<file path="src/rtl/mem_arbiter_pkg.sv">
// Shared types and helpers for the three-master memory arbiter.
// Owner codes double as the value driven on the owner port.
package mem_arbiter_pkg;

    typedef enum logic [1:0] {
        OWN_NONE = 2'd0,
        OWN_CPU  = 2'd1,
        OWN_OAM  = 2'd2,
        OWN_DMC  = 2'd3
    } owner_t;

    typedef enum logic [1:0] {
        ST_IDLE = 2'd0,
        ST_BUSY = 2'd1,
        ST_ACK  = 2'd2
    } state_t;

    localparam int MAXSTARVE_DEF = 4;
    localparam int TIMEOUT_DEF   = 64;
    localparam int TW_DEF        = 7;

    localparam logic [7:0] RDATA_TIMEOUT = 8'hFF;

    // reqs is {dmc, oam, cpu}; a starved CPU overrides the fixed priority.
    function automatic owner_t mem_arb_pick(input logic [2:0] reqs, input logic starve_hit);
        owner_t win;
        win = OWN_NONE;
        if (starve_hit) begin
            win = OWN_CPU;
        end else if (reqs[2]) begin
            win = OWN_DMC;
        end else if (reqs[1]) begin
            win = OWN_OAM;
        end else if (reqs[0]) begin
            win = OWN_CPU;
        end
        return win;
    endfunction

endpackage

</file>
<file path="src/rtl/mem_arbiter_if.sv">
// One req/ack bus: used for each upstream master and for the downstream memory port.
interface mem_arbiter_if;

    logic        req;
    logic [15:0] addr;
    logic [7:0]  wdata;
    logic        wr;
    logic        ack;
    logic [7:0]  rdata;

    modport master (
        output req, addr, wdata, wr,
        input  ack, rdata
    );

    modport slave (
        input  req, addr, wdata, wr,
        output ack, rdata
    );

endinterface

</file>
<file path="src/rtl/mem_arbiter.sv">
// Single-port arbiter sharing the memory bus between CPU, OAM DMA and DMC fetch,
// one transaction at a time, with CPU anti-starvation and a downstream timeout.
module mem_arbiter
    import mem_arbiter_pkg::*;
#(
    parameter int MAXSTARVE = MAXSTARVE_DEF,
    parameter int TIMEOUT   = TIMEOUT_DEF,
    parameter int TW        = TW_DEF
) (
    input  logic                 clk,
    input  logic                 rstn,
    mem_arbiter_if.slave         cpu,
    mem_arbiter_if.slave         oam,
    mem_arbiter_if.slave         dmc,
    mem_arbiter_if.master        mem,
    output logic [1:0]           owner,
    output logic                 timeout_err
);

    localparam int SW = $clog2(MAXSTARVE + 1);
    localparam logic [SW-1:0] STARVE_MAX = SW'(MAXSTARVE);
    localparam logic [TW-1:0] TLAST      = TW'(TIMEOUT - 1);

    state_t        state;
    owner_t        own_q;
    logic [SW-1:0] starve;
    logic [TW-1:0] tcnt;

    logic          mem_req_q;
    logic [15:0]   mem_addr_q;
    logic [7:0]    mem_wdata_q;
    logic          mem_wr_q;
    logic [2:0]    ack_q;
    logic [7:0]    cpu_rdata_q;
    logic [7:0]    oam_rdata_q;
    logic [7:0]    dmc_rdata_q;
    logic          terr_q;

    logic [2:0]    reqs;
    logic          starve_hit;
    owner_t        pick;
    logic [15:0]   sel_addr;
    logic [7:0]    sel_wdata;
    logic          sel_wr;
    logic          done;
    logic [7:0]    resp;

    assign reqs       = {dmc.req, oam.req, cpu.req};
    assign starve_hit = (starve == STARVE_MAX) && cpu.req;
    assign pick       = mem_arb_pick(reqs, starve_hit);

    // A real mem_ack in the last timeout cycle still wins over the abort.
    assign done = mem.ack || (tcnt == TLAST);
    assign resp = mem.ack ? mem.rdata : RDATA_TIMEOUT;

    always_comb begin
        sel_addr  = cpu.addr;
        sel_wdata = cpu.wdata;
        sel_wr    = cpu.wr;
        case (pick)
            OWN_OAM: begin
                sel_addr  = oam.addr;
                sel_wdata = oam.wdata;
                sel_wr    = oam.wr;
            end
            OWN_DMC: begin
                sel_addr  = dmc.addr;
                sel_wdata = 8'h00;
                sel_wr    = 1'b0;
            end
            default: ;
        endcase
    end

    always_ff @(posedge clk or negedge rstn) begin
        if (!rstn) begin
            state       <= ST_IDLE;
            own_q       <= OWN_NONE;
            starve      <= '0;
            tcnt        <= '0;
            mem_req_q   <= 1'b0;
            mem_addr_q  <= 16'h0000;
            mem_wdata_q <= 8'h00;
            mem_wr_q    <= 1'b0;
            ack_q       <= 3'b000;
            cpu_rdata_q <= 8'h00;
            oam_rdata_q <= 8'h00;
            dmc_rdata_q <= 8'h00;
            terr_q      <= 1'b0;
        end else begin
            case (state)
                ST_IDLE: begin
                    if (!cpu.req) begin
                        starve <= '0;
                    end
                    if (pick != OWN_NONE) begin
                        mem_addr_q  <= sel_addr;
                        mem_wdata_q <= sel_wdata;
                        mem_wr_q    <= sel_wr;
                        mem_req_q   <= 1'b1;
                        own_q       <= pick;
                        tcnt        <= '0;
                        state       <= ST_BUSY;
                        // DMA grants only count against the CPU while it is waiting.
                        if (pick == OWN_CPU) begin
                            starve <= '0;
                        end else if (cpu.req && (starve != STARVE_MAX)) begin
                            starve <= starve + 1'b1;
                        end
                    end
                end

                ST_BUSY: begin
                    tcnt <= tcnt + 1'b1;
                    if (done) begin
                        mem_req_q <= 1'b0;
                        terr_q    <= !mem.ack;
                        state     <= ST_ACK;
                        case (own_q)
                            OWN_CPU: begin
                                ack_q[0] <= 1'b1;
                                if (!mem_wr_q) cpu_rdata_q <= resp;
                            end
                            OWN_OAM: begin
                                ack_q[1] <= 1'b1;
                                if (!mem_wr_q) oam_rdata_q <= resp;
                            end
                            OWN_DMC: begin
                                ack_q[2] <= 1'b1;
                                dmc_rdata_q <= resp;
                            end
                            default: ;
                        endcase
                    end
                end

                ST_ACK: begin
                    ack_q  <= 3'b000;
                    terr_q <= 1'b0;
                    own_q  <= OWN_NONE;
                    state  <= ST_IDLE;
                end

                default: begin
                    state <= ST_IDLE;
                end
            endcase
        end
    end

    assign mem.req     = mem_req_q;
    assign mem.addr    = mem_addr_q;
    assign mem.wdata   = mem_wdata_q;
    assign mem.wr      = mem_wr_q;

    assign cpu.ack     = ack_q[0];
    assign oam.ack     = ack_q[1];
    assign dmc.ack     = ack_q[2];
    assign cpu.rdata   = cpu_rdata_q;
    assign oam.rdata   = oam_rdata_q;
    assign dmc.rdata   = dmc_rdata_q;

    assign owner       = own_q;
    assign timeout_err = terr_q;

endmodule

</file>
<file path="src/flat_wrapper.sv">
// flat-port wrapper written by rule: the top's interface ports become plain ports
module mem_arbiter_flat import mem_arbiter_pkg::*;
#(
    parameter int MAXSTARVE = MAXSTARVE_DEF,
    parameter int TIMEOUT   = TIMEOUT_DEF,
    parameter int TW        = TW_DEF
)
  (clk, rstn, owner, timeout_err, cpu_req, cpu_addr, cpu_wdata, cpu_wr, cpu_ack, cpu_rdata, oam_req, oam_addr, oam_wdata, oam_wr, oam_ack, oam_rdata, dmc_req, dmc_addr, dmc_wdata, dmc_wr, dmc_ack, dmc_rdata, mem_req, mem_addr, mem_wdata, mem_wr, mem_ack, mem_rdata);
  mem_arbiter_if cpu_i ();
  mem_arbiter_if oam_i ();
  mem_arbiter_if dmc_i ();
  mem_arbiter_if mem_i ();
  input  logic clk;
  input  logic rstn;
  output logic [1:0] owner;
  output logic timeout_err;
  input wire logic [$bits(cpu_i.req)-1:0] cpu_req;
  input wire logic [$bits(cpu_i.addr)-1:0] cpu_addr;
  input wire logic [$bits(cpu_i.wdata)-1:0] cpu_wdata;
  input wire logic [$bits(cpu_i.wr)-1:0] cpu_wr;
  output wire logic [$bits(cpu_i.ack)-1:0] cpu_ack;
  output wire logic [$bits(cpu_i.rdata)-1:0] cpu_rdata;
  input wire logic [$bits(oam_i.req)-1:0] oam_req;
  input wire logic [$bits(oam_i.addr)-1:0] oam_addr;
  input wire logic [$bits(oam_i.wdata)-1:0] oam_wdata;
  input wire logic [$bits(oam_i.wr)-1:0] oam_wr;
  output wire logic [$bits(oam_i.ack)-1:0] oam_ack;
  output wire logic [$bits(oam_i.rdata)-1:0] oam_rdata;
  input wire logic [$bits(dmc_i.req)-1:0] dmc_req;
  input wire logic [$bits(dmc_i.addr)-1:0] dmc_addr;
  input wire logic [$bits(dmc_i.wdata)-1:0] dmc_wdata;
  input wire logic [$bits(dmc_i.wr)-1:0] dmc_wr;
  output wire logic [$bits(dmc_i.ack)-1:0] dmc_ack;
  output wire logic [$bits(dmc_i.rdata)-1:0] dmc_rdata;
  output wire logic [$bits(mem_i.req)-1:0] mem_req;
  output wire logic [$bits(mem_i.addr)-1:0] mem_addr;
  output wire logic [$bits(mem_i.wdata)-1:0] mem_wdata;
  output wire logic [$bits(mem_i.wr)-1:0] mem_wr;
  input wire logic [$bits(mem_i.ack)-1:0] mem_ack;
  input wire logic [$bits(mem_i.rdata)-1:0] mem_rdata;
  assign cpu_i.req = cpu_req;
  assign cpu_i.addr = cpu_addr;
  assign cpu_i.wdata = cpu_wdata;
  assign cpu_i.wr = cpu_wr;
  assign cpu_ack = cpu_i.ack;
  assign cpu_rdata = cpu_i.rdata;
  assign oam_i.req = oam_req;
  assign oam_i.addr = oam_addr;
  assign oam_i.wdata = oam_wdata;
  assign oam_i.wr = oam_wr;
  assign oam_ack = oam_i.ack;
  assign oam_rdata = oam_i.rdata;
  assign dmc_i.req = dmc_req;
  assign dmc_i.addr = dmc_addr;
  assign dmc_i.wdata = dmc_wdata;
  assign dmc_i.wr = dmc_wr;
  assign dmc_ack = dmc_i.ack;
  assign dmc_rdata = dmc_i.rdata;
  assign mem_req = mem_i.req;
  assign mem_addr = mem_i.addr;
  assign mem_wdata = mem_i.wdata;
  assign mem_wr = mem_i.wr;
  assign mem_i.ack = mem_ack;
  assign mem_i.rdata = mem_rdata;
  mem_arbiter #(.MAXSTARVE(MAXSTARVE), .TIMEOUT(TIMEOUT), .TW(TW)) u_core (.clk(clk), .rstn(rstn), .cpu(cpu_i), .oam(oam_i), .dmc(dmc_i), .mem(mem_i), .owner(owner), .timeout_err(timeout_err));
endmodule
</file>
<file path="config.mk">
export PLATFORM = sky130hd
export DESIGN_NAME = mem_arbiter_flat
export DESIGN_NICKNAME = d
export VERILOG_FILES = /design/src/rtl/mem_arbiter_pkg.sv /design/src/rtl/mem_arbiter_if.sv /design/src/rtl/mem_arbiter.sv /design/src/flat_wrapper.sv
export SDC_FILE = /design/constraint.sdc
export NUM_CORES = 1
export LEC_CHECK = 0
export ABC_AREA = 1
export CAP_MARGIN = 30
export CORE_ASPECT_RATIO = 2
export CORE_UTILIZATION = 63
export DETAILED_ROUTE_END_ITERATION = 16
export DONT_BUFFER_PORTS = 1
export PLACE_DENSITY = 0.9
export SLEW_MARGIN = 40
export SYNTH_ARGS = -nofsm -noshare
export SYNTH_HDL_FRONTEND = slang
export SYNTH_SLANG_ARGS = --single-unit
</file>
<file path="constraint.sdc">
create_clock -name clk -period 1.95 [get_ports clk]
set_input_delay 0.39 -clock clk [delete_from_list [all_inputs] [get_ports clk]]
set_output_delay 0.39 -clock clk [all_outputs]
set_load 0.02 [all_outputs]
</file>
==> Implementation_results.wiki <==
{| class="wikitable"
! Metric !! Value
|-
| Total vias in the final route || approximately 3100
|-
| Endpoint arrival time on the critical path || 1.97 ns
|-
| Clock latency on the worst-skew pair || 0.34 ns
|-
| Library cell with the highest instance count after synthesis || sky130_fd_sc_hd__nand2_1
|-
| Slowest cell on the critical path || sky130_fd_sc_hd__dfrtp_1
|-
| Antenna violations before repair || 0
|-
| Max-cap check violation count || 0
|-
| R2R Path End || u_core.cpu.rdata[2]
|-
| I/O pin count || about 150
|-
| Global-route wire length before repair || roughly 13000 µm
|-
| Routed via count divided by cell count || ~5.8
|-
| Pin count of the biggest net entering global routing || just under 70
|-
| Post-Place Worst Slack || between 0.2 and 0.3 ns
|-
| Area fraction of the dominant cell type after synthesis || 0.477
|-
| Full die area || between 5000 and 6000 µm²
|-
| Maximum single-stage delay on the critical path || ~0.4 ns
|-
| Cell count after placement || a little over 500
|-
| Biggest fanout along the worst timing path || 29
|-
| Cell Chain, Critical Path || ha_1, nand2_2, nor2_4, nand2_2, nand2_4, nand3_2, nand2_1, nand2_1
|-
| Cell chosen for the clock root || sky130_fd_sc_hd__clkbuf_8
|-
| Clock tree from TritonCTS || done
|-
| GR Overflow Total || 0
|-
| Hold/Removal Path Class || in -> async
|-
| Met1 Track Usage GR || 0.271
|-
| Power density cells || ~1700 nW/µm²
|-
| Die width || about 55 µm
|-
| Final design utilization || 0.692
|-
| Floorplan row count || 38
|-
| FMAX || ~570 MHz
|-
| Capturing element of the worst setup path || u_core.cpu.rdata[2]
|-
| Via count of the first global-routing pass || around 2900
|-
| Result of the run || finished, violations left
|-
| Iter 0 DRT Violations || between 200 and 250
|-
| Final routed wirelength across all metal layers || slightly below 8000 µm
|-
| Cell area reported after detailed placement || approximately 3600 µm²
|-
| Fraction of registers with async set or reset after synthesis || 1.00
|-
| Final Worst Setup Slack || ~0.21 ns
|-
| Clock edge transition at the registers on the reported setup and hold paths || 0.07 ns
|-
| Total global routing track utilization || 0.271
|-
| Post-synthesis instance area || 3570 µm²
|-
| Most common flop cell mapped by yosys || sky130_fd_sc_hd__dfrtp_1
|-
| Die boundary height || 108 µm
|-
| Number of detailed-route iterations in the first pass || 4
|-
| Number of cells upsized or downsized after cts || 0
|-
| Routed len/inst || 14.7 µm
|-
| Core Area || between 5000 and 6000 µm²
|-
| Sinks on Clock Net || 68
|-
| Worst-case hold slack || -0.262 ns
|-
| Worst-margin pin slew || slightly above 0.6 ns
|-
| RSZ-0062 raised after global routing || no
|-
| Post-DP HPWL || 5670 µm
|-
| Busiest metal layer after global routing || met2
|-
| Count of mapped cells out of synthesis || between 400 and 500
|-
| Final net count || 554
|-
| Minimum clock period after layout || 1.74 ns
|-
| Total power || 6.25 mW
|-
| Final setup viols || 0
|-
| Count of input and output buffers || 0
|-
| Count of distinct cell types in the synthesized netlist || 31
|-
| Count of antenna-violating nets left after detailed routing || 0
|-
| Inserted Clock Buffers || 9
|-
| Sum of negative setup slack || 0 ns
|-
| Fraction of met3 tracks used by global routing || 0.0754
|-
| Inserted Diodes || 0
|-
| Leakage power figure || 1.94 nW
|-
| Weighted congestion at the end of routability-driven global placement || about 0.86
|-
| Library cell occupying the most area in the post-synthesis netlist || sky130_fd_sc_hd__dfrtp_1
|-
| CP required || approximately 2.2 ns
|-
| Setup Crit Path Kind || reg -> reg
|-
| Syn-to-layout area delta || 5.15%
|-
| Number of flops mapped to enable cells by yosys || 0
|-
| Commonest cells in the netlist || sky130_fd_sc_hd__nand2_1 (176), sky130_fd_sc_hd__dfrtp_1 (68), sky130_fd_sc_hd__nand3_1 (60)
|-
| Syn nets || roughly 560
|-
| Ratio of cells with drive above 1 in the final layout || 0.103
|-
| Crit end category || flop
|-
| Setup slack of the most critical reg-to-reg path || 0.21 ns
|-
| Startpoint type of the worst setup path || flop
|-
| #FFs+latches synth || 68
|-
| Post-route insts no fill || roughly 530
|-
| Number of levels in the clock H-tree || 3
|-
| Worst clock skew || about 0.011 ns
|-
| Maximum root-to-sink buffer count || 2
|-
| Slew Viols, Final || 0
|-
| Count of fill cells added during filler insertion || 448
|-
| Count of final hold-check violations || 68
|-
| Depth of the worst register-to-register path || 8
|-
| # DRC || 0
|-
| CP Launch Point || u_core.tcnt[0]
|-
| Peak VDD IR || 1.20 mV
|-
| Relative slew margins || 0.583
|-
| Final Cycle Share || 0.893
|-
| Met2 capacity usage during global routing || 0.503
|-
| Yosys synthesis warning count || 0
|-
| Initial cell density of the core || 0.658
|-
| Mean Syn Cell Area || between 7 and 8 µm²
|-
| Area of all placed cells without fillers || 3750 µm²
|-
| Leading cell types by total area after synthesis || sky130_fd_sc_hd__dfrtp_1 (48%), sky130_fd_sc_hd__nand2_1 (19%), sky130_fd_sc_hd__nand3_1 (8.4%)
|-
| Share of the yosys chip area belonging to registers || 0.477
|-
| Postcts setup bufs || 0
|-
| Violations in the final reports || hold timing
|-
| RR Startpoint || u_core.tcnt[0]
|}
-- state kept, by name, summed over array words and instances (netlist names) --
register	flops
u_core.mem.addr	16
u_core.cpu.rdata	8
u_core.dmc.rdata	8
u_core.mem.wdata	8
u_core.oam.rdata	8
u_core.tcnt	7
u_core.ack_q	3
u_core.starve	3
u_core.owner	2
u_core.state	2
u_core.mem.req	1
u_core.mem.wr	1
u_core.timeout_err	1
-- final cells by class --
type / instances / area [µm²] / share of cell area
flip-flops and latches: 68 / 1700 / 0.453
inverters: 19 / 71.3 / 0.0190
clock inverters: 4 / 48.8 / 0.0130
clock buffers: 12 / 145 / 0.0387
multi-input cells: 358 / 1650 / 0.440
well taps: 60 / 75.1 / 0.0200
repair buffers: 6 / 57.6 / 0.0153
-- cells in the final DEF, fill, tap and decap left out, drive strengths merged --
master	n
ha	3
nor2	59
inv	19
nand4	18
clkbuf	12
a21oi	5
a21boi	1
nand2	182
clkinv	3
bufinv	1
dfrtp	68
nand3	63
o211ai	2
or2	9
and3	1
o22ai	1
nor3	3
o21ai	11
buf	6
-- worst min path at each step --
stage                                to  depth (start not counted)
finish              u_core.dmc.rdata[7]                          0
global route         u_core.mem.addr[3]                          0
CTS                     u_core.ack_q[0]                          0
detailed placement      u_core.ack_q[0]                          0
global placement        u_core.ack_q[0]                          0
floorplan               u_core.ack_q[0]                          0
-- worst max-delay path: cells and delay by family (launching register included) --
kind | cells | cell delay, ns
adders and majority gates | 1 | 0.23
DFF | 1 | 0.41
and+or+nand+nor | 7 | 0.98
-- power breakdown --
part / switching (mW) / internal, mW / total (mW)
Sequential: 1.22 / 2.04 / 3.27
Clock: 0.500 / 0.624 / 1.12
Combinational: 1.19 / 0.670 / 1.86
Total: 2.92 / 3.34 / 6.25
-- cells by family after synthesis --
family                   Yosys count  synth area share
AO/OA/AOI/OAI                     20            0.0316
adder cells (fa/ha/maj)            3            0.0105
buffers and inverters             41            0.0621
flip-flops                        68             0.477
AND/OR/NAND/NOR                  335             0.419
-- routing by layer --
layer  wire length [µm]  vias up
li1                   -     1493
met1               2730     1409
met2               4260      159
met3                554       17
met4                221        0
met5                  0        -
Power figures use the tool's default switching activity.
